## src/rtl/mem_port_arbiter.sv

```systemverilog
// Shares one memory port between instruction fetch and the LSU, with one access in flight at a time.
// LSU has priority; a fetch that loses STARVE_MAX times in a row is granted on the next arbitration.
//
// state    | meaning
// IDLE     | free; arbitrate and present the winner to memory
// HOLD     | request presented, memory not ready yet; owner is latched
// WAIT_RSP | request accepted; waiting for the single memory response
module mem_port_arbiter #(
  parameter int XLEN       = 32,
  parameter int STARVE_MAX = 4
) (
  input  logic            clk,
  input  logic            reset,
  input  logic            if_req_v_i,
  input  logic [XLEN-1:0] if_adr_i,
  output logic            if_gnt_o,
  output logic            if_rsp_v_o,
  output logic [XLEN-1:0] if_rsp_data_o,
  input  logic            ls_req_v_i,
  input  logic [XLEN-1:0] ls_adr_i,
  input  logic            ls_is_store_i,
  input  logic [XLEN-1:0] ls_store_data_i,
  input  logic [2:0]      ls_size_i,
  output logic            ls_gnt_o,
  output logic            ls_rsp_v_o,
  output logic [XLEN-1:0] ls_rsp_data_o,
  input  logic            flush_i,
  output logic            mem_req_v_o,
  input  logic            mem_req_rdy_i,
  output logic [XLEN-1:0] mem_adr_o,
  output logic            mem_we_o,
  output logic [XLEN-1:0] mem_wdata_o,
  output logic [2:0]      mem_size_o,
  input  logic            mem_rsp_v_i,
  input  logic [XLEN-1:0] mem_rsp_data_i
);

  localparam int SW = $clog2(STARVE_MAX + 1);

  typedef enum logic [1:0] {IDLE, HOLD, WAIT_RSP} state_t;

  state_t          state, state_nxt;
  logic            owner_if, owner_if_nxt;
  logic            drop;
  logic [SW-1:0]   starve_cnt;
  logic            sel_if, sel_ls, drv_if, req_v;
  logic            hs, rsp_fire, if_emit, ls_emit;

  always_comb begin
    state_nxt    = state;
    owner_if_nxt = owner_if;
    req_v        = 1'b0;
    drv_if       = owner_if;
    sel_if       = if_req_v_i & (~ls_req_v_i | (starve_cnt == SW'(STARVE_MAX)));
    sel_ls       = ~sel_if & ls_req_v_i;
    case (state)
      IDLE: begin
        if (sel_if | sel_ls) begin
          req_v        = 1'b1;
          drv_if       = sel_if;
          owner_if_nxt = sel_if;
          state_nxt    = mem_req_rdy_i ? WAIT_RSP : HOLD;
        end
      end
      HOLD: begin
        // owner stays latched even if its requester withdraws
        req_v = 1'b1;
        if (mem_req_rdy_i) state_nxt = WAIT_RSP;
      end
      WAIT_RSP: begin
        if (mem_rsp_v_i) state_nxt = IDLE;
      end
      default: state_nxt = IDLE;
    endcase
  end

  assign hs          = req_v & mem_req_rdy_i;
  assign if_gnt_o    = hs & drv_if;
  assign ls_gnt_o    = hs & ~drv_if;
  assign mem_req_v_o = req_v;
  assign mem_adr_o   = !req_v ? '0 : (drv_if ? if_adr_i : ls_adr_i);
  assign mem_we_o    = req_v & ~drv_if & ls_is_store_i;
  assign mem_wdata_o = (req_v & ~drv_if) ? ls_store_data_i : '0;
  assign mem_size_o  = !req_v ? 3'b000 : (drv_if ? 3'b010 : ls_size_i);

  // a flush arriving with the response still kills a fetch response
  assign rsp_fire = (state == WAIT_RSP) & mem_rsp_v_i;
  assign if_emit  = rsp_fire & owner_if & ~drop & ~flush_i;
  assign ls_emit  = rsp_fire & ~owner_if;

  always_ff @(posedge clk) begin
    if (reset) begin
      state         <= IDLE;
      owner_if      <= 1'b0;
      drop          <= 1'b0;
      starve_cnt    <= '0;
      if_rsp_v_o    <= 1'b0;
      ls_rsp_v_o    <= 1'b0;
      if_rsp_data_o <= '0;
      ls_rsp_data_o <= '0;
    end else begin
      state      <= state_nxt;
      owner_if   <= owner_if_nxt;
      if_rsp_v_o <= if_emit;
      ls_rsp_v_o <= ls_emit;
      if (if_emit) if_rsp_data_o <= mem_rsp_data_i;
      if (ls_emit) ls_rsp_data_o <= mem_rsp_data_i;
      if (state == IDLE || rsp_fire) drop <= 1'b0;
      else if (owner_if && flush_i)  drop <= 1'b1;
      if (if_gnt_o) starve_cnt <= '0;
      else if (ls_gnt_o && if_req_v_i && starve_cnt != SW'(STARVE_MAX))
        starve_cnt <= starve_cnt + 1'b1;
    end
  end

endmodule

```

## config.mk

```make
export PLATFORM = sky130hd
export DESIGN_NAME = mem_port_arbiter
export DESIGN_NICKNAME = d
export VERILOG_FILES = /design/src/rtl/mem_port_arbiter.sv
export SDC_FILE = /design/constraint.sdc
export NUM_CORES = 1
export LEC_CHECK = 0
export CAP_MARGIN = 25
export CORE_ASPECT_RATIO = 0.5
export CORE_UTILIZATION = 33
export CTS_CLUSTER_DIAMETER = 60
export DETAILED_ROUTE_END_ITERATION = 16
export HOLD_SLACK_MARGIN = 0.05
export PLACE_DENSITY = 0.89
export SYNTH_ARGS = -nofsm -noshare
export SYNTH_HDL_FRONTEND = slang
export SYNTH_SLANG_ARGS = --single-unit
```

## constraint.sdc

```tcl
create_clock -name clk -period 3 [get_ports clk]
set_input_delay 0.75 -clock clk [delete_from_list [all_inputs] [get_ports clk]]
set_output_delay 0.75 -clock clk [all_outputs]
set_load 0.1 [all_outputs]
```

Word level (Yosys, flattened, before mapping) --
Index checks and enable logic that the tools add are counted.
Storage, ports and cells: register bits 73, input port bits 139, word-level logic and storage cells 58
Cells by class: add/sub/neg operators 1, eq/ne operators 7, multiplexer cells 14, bitwise gates (word level) 20, reduce and logical (&&, ||, !) cells 8
Operators with widths (number):
- $mux 32 | 3
- $and 1x1->1 | 12
- $mux 2 | 4
- $mux 3 | 2
- $ne 2x2->1 const B | 3
- $not 1->1 | 6
- $pmux 2 s3 | 1
- $reduce_or 2->1 | 2
- $add 3x1->3 const B | 1
- $eq 3x3->1 const B | 1
- $logic_and 1x1->1 | 3
- $mux 1 | 3
- $ne 3x3->1 const B | 1
- $reduce_and 3->1 | 1
- $eq 2x1->1 const B | 1
- $eq 2x2->1 const B | 1
- $logic_not 2->1 | 1
- $or 1x1->1 | 2
- $pmux 1 s2 | 1
- $logic_or 1x1->1 | 1

Logic depth before layout (Yosys ltp) --
word-level depth 12, mapped depth 7, depth with buffers taken out 6

Worst setup path after synthesis --
Ideal clock, no wire load.
kind input to output, start input ls_req_v_i, end output mem_adr_o[23], arrival time 3.212 ns, required time 2.250 ns, setup slack -0.962 ns, cell stages on the path 5, path buffers 1, path through nor3b_1 > o2bb2ai_1 > clkbuf_1 > nand2_1 > a21oi_1
Between the ends: cells in the longest elaborated chain, start to end 10
RTL lines:
- start: declaration | RTL line 19 | input logic ls_req_v_i,
- $not 1->1 | RTL line 54 | sel_if = if_req_v_i & (~ls_req_v_i | (starve_cnt == SW'(STARVE_MAX)));
- $or 1x1->1 | RTL line 54
- $and 1x1->1 | RTL line 54
- $not 1->1 | RTL line 55 | sel_ls = ~sel_if & ls_req_v_i;
- $and 1x1->1 | RTL line 55
- $or 1x1->1 | RTL line 58 | if (sel_if | sel_ls) begin
- $mux 1 | RTL line 58
- $mux 1 | RTL line 56 | case (state)
- $mux 32 | RTL line 81 | assign mem_adr_o = !req_v ? '0 : (drv_if ? if_adr_i : ls_adr_i);
- $mux 32 (*) | RTL line 81
- end: declaration | RTL line 30 | output logic [XLEN-1:0] mem_adr_o,
Every way passes the cells marked *; elsewhere a longest branch is shown, timed or not.

Final worst setup path --
Same ends and word-level chain as after synthesis.

==> run_results.csv <==
group,metric,value,unit
place,place_hpwl,12200,microns
logic_synthesis,yosys_warnings,0,
sta,maxSlewViolCount,0,
clock_tree,clk_latency,0.33,ns
worst_setup_path,arrival,2.22,ns
worst_setup_path,critPathTopFamily,"buffers and inverters",
pwr,switching_share,41.1,%
sta,tns,0,ns
clock_tree,cts_root_buf,"clkbuf_16",
finish,drive_gt1_share,34.7,%
worst_setup_path,path_max_fanout,5,
finish,finalNetCount,902,
global_route,grtUsageTotal,31.4,%
pwr,power_switching,1690,uW
worst_setup_path,crit_path_end_kind,"output port",
logic_synthesis,netlist_area,0.00334,sq mm
clock_tree,cts_tree,"built",
pwr,cellPowerDensity,532,mW/mm^2
floorplan,initial_core_util,34.7,%
place,gp_congestion,0.823,
worst_setup_path,critPathKind,"input port to output port",
finish,nFillCells,526,
detailed_routing,antenna_left,0,
global_route,antenna_found_initial,0,
floorplan,ios,276,
sta,layout_min_cycle_time,2.97,ns
sta,max_slew_margin,53.1,%
clock_tree,htreeDepth,3,
global_route,overflow,0,
worst_setup_path,cp_cell_sequence,"dlygate4sd2_1 -> nor3b_4 -> a2bb2oi_2 -> buf_6 -> buf_12 -> buf_12 -> nand2_1 -> a21oi_2 -> buf_12",
clock_tree,hold_buffers,0,
finish,syn_to_final_growth,131,%
floorplan,rows,25,
logic_synthesis,seq_area_frac_synth,43.8,%
worst_setup_path,cp_data_required_time,2.25,ns
detailed_routing,viasPerCell,5.09,
logic_synthesis,avgSynthCellArea,6.90,sq um
sta,hold_viol_final,0,
pwr,p_int,2420,uW
global_route,grt_pass1_vias,4690,
worst_setup_path,critPathMaxStageDelay,0.26,ns
hold_path,hold_class,"flip-flop to flip-flop",
sta,setup_viol,0,
pwr,leakagePower,0.00305,uW
place,placed_area,0.00723,sq mm
clock_tree,cts_buffers,9,
worst_setup_path,slowest_stage,"dlygate4sd2_1",
sta,fmax,337,MHz
finish,multi_input_area,0.00215,sq mm
finish,stdcell_area,0.00773,sq mm
clock_tree,clkTransAtPathRegs,0.05,ns
place,io_buffers,275,
global_route,grt_pass1_wl,24900,microns
finish,final-seq-area,0.00146,sq mm
detailed_routing,firstDrtPassIters,7,
worst_setup_path,crit_top_cell,"buf_12",
worst_setup_path,path_buf_inv,5,
status,status,"finished clean",
detailed_routing,wire_per_inst,19.6,microns
detailed_routing,vias,4590,
pwr,p_seq_share,24.6,%
clock_tree,cts_sinks,73,
pwr,comb_power_share,49.8,%
floorplan,core,0.00963,sq mm
worst_setup_path,critPathLaunchType,"input port",
detailed_routing,drt_wl_total,17700,microns
run,timing.max_cap.violations,0,
floorplan,dieArea,0.0106,sq mm
floorplan,die_y,73.1,microns
sta,min_period_over_period,98.9,%
global_route,grt_max_degree,36,
floorplan,die_x,144,microns
sta,worst_slew_pin_slew,0.703,ns
finish,antenna_cells,0,
detailed_routing,drc,0,
logic_synthesis,yosysUniqueCellTypes,24,
logic_synthesis,synth_nets,625,
sta,skew,0.00818,ns
pwr,ir_worst_vdd,0.415,mV
detailed_routing,drt_iter0_markers,270,
logic_synthesis,ys_ff_latch,73,
pwr,p_clk_share,25.6,%
clock_tree,clk_path_buf_depth,2,
logic_synthesis,netlist_instances,484,
==> metrics by stage <==
step	util (%)	power (uW)	std cells	hold slack (ns)	setup slack [ns]
after floorplan	-	2200	484	0.476	-0.234
after global placement	75.0	2950	877	0.443	-0.152
after detailed placement	75.0	2980	877	0.447	-0.253
final	80.2	4110	901	0.452	0.0328
after CTS	80.0	4100	902	0.454	0.0215
after global routing	80.2	4220	901	0.472	-0.0396
==> cells by family (layout without fill, tap and decap cells) <==
family          Yosys count  count (layout)  share of synthesized area (%)
fa+ha+maj                 2               2                          0.749
simple gates            262             262                           34.3
flops                    73              73                           43.8
compound gates          105             105                           16.3
buf+inv                  42             324                           4.91
==> tightest hold or removal path, cell delays in order, from the launching register on <==
cell and delay [ns]:
dfxtp_1 0.30, nand2_1 0.05, a21oi_1 0.05
==> power groups by stage <==
| stage | Sequential (uW) | Clock, uW | Combinational, uW |
|---|---|---|---|
| after floorplan | 1130 | 0 | 1070 |
| after global placement | 1030 | 0 | 1930 |
| after detailed placement | 1030 | 0 | 1960 |
| after CTS | 1010 | 1060 | 2030 |
| after global routing | 1010 | 1110 | 2100 |
| final | 1010 | 1050 | 2050 |
==> layout make-up <==
class | instances | area share, %
Clock inverter | 3 | 0.518
Tap cell | 135 | 2.19
Clock buffer | 13 | 3.24
Multi-Input combinational cell | 369 | 27.8
Sequential cell | 73 | 18.9
Timing Repair Buffer | 304 | 47.2
Inverter | 4 | 0.194
==> flip-flops by register name, summed over array words and instances, names as in the netlist <==
signal	count
drop	1
if_rsp_data_o	32
if_rsp_v_o	1
ls_rsp_data_o	32
ls_rsp_v_o	1
owner_if	1
starve_cnt	3
state	2
==> cells in the mapped netlist <==
master     instances  area (sq um)
nand2_1          197           739
a21oi_1          100           500
dfxtp_1           73          1460
and2_1            35           219
clkbuf_1          33           124
nor2_1             8          30.0
buf_2              5          25.0
nand3_1            5          25.0
inv_1              4          15.0
a31oi_1            3          18.8
nand3b_1           3          22.5
ha_1               2          25.0
nor3_1             2          10.0
nor3b_1            2          15.0
or2_2              2          12.5
or4_1              2          15.0
a2bb2oi_2          1          15.0
nor4_1             1          6.26
nor4b_2            1          15.0
o2bb2ai_1          1          8.76
or2b_1             1          7.51
or3b_1             1          8.76
or4b_1             1          10.0
or4b_2             1          10.0
==> layer usage <==
| layer | vias up | GRT usage (%) | wire length (microns) |
|---|---|---|---|
| li1 | 2119 | - | - |
| met1 | 2221 | 33.8 | 6440 |
| met2 | 191 | 57.8 | 9460 |
| met3 | 59 | 7.61 | 1130 |
| met4 | 0 | 16.7 | 651 |
| met5 | - | 0 | 0 |
==> timing repair <==
item | in CTS | in global routing
resized for setup | 18 | 9
setup endpoints to repair | 71 | 68
buffers inserted | 7 | 0
hold endpoints to repair | 0 | 0
pin swaps | 9 | 8
gates cloned | 3 | 1
==> path summary, 6_finish.rpt <==
path,start,endpoint,slack [ns],depth (start not counted)
worst max register to register,state[0],starve_cnt[1],0.76,5
worst min-delay path,if_rsp_data_o[19],if_rsp_data_o[19],0.45,2
worst min register to register,if_rsp_data_o[19],if_rsp_data_o[19],0.45,2
worst max-delay path,ls_req_v_i,mem_adr_o[23],0.03,9
==> placed cells by master, fill, tap and decap left out, types with 6 or more instances in the layout <==
master           instances
nand2_2                  6
a21oi_2                  9
and2_2                  30
buf_12                  77
a21oi_4                 24
clkbuf_16               10
clkdlybuf4s50_1        135
a21oi_1                 67
buf_4                   84
dfxtp_1                 73
nand2_1                189
No activity file was read; power rests on OpenSTA's default activity.
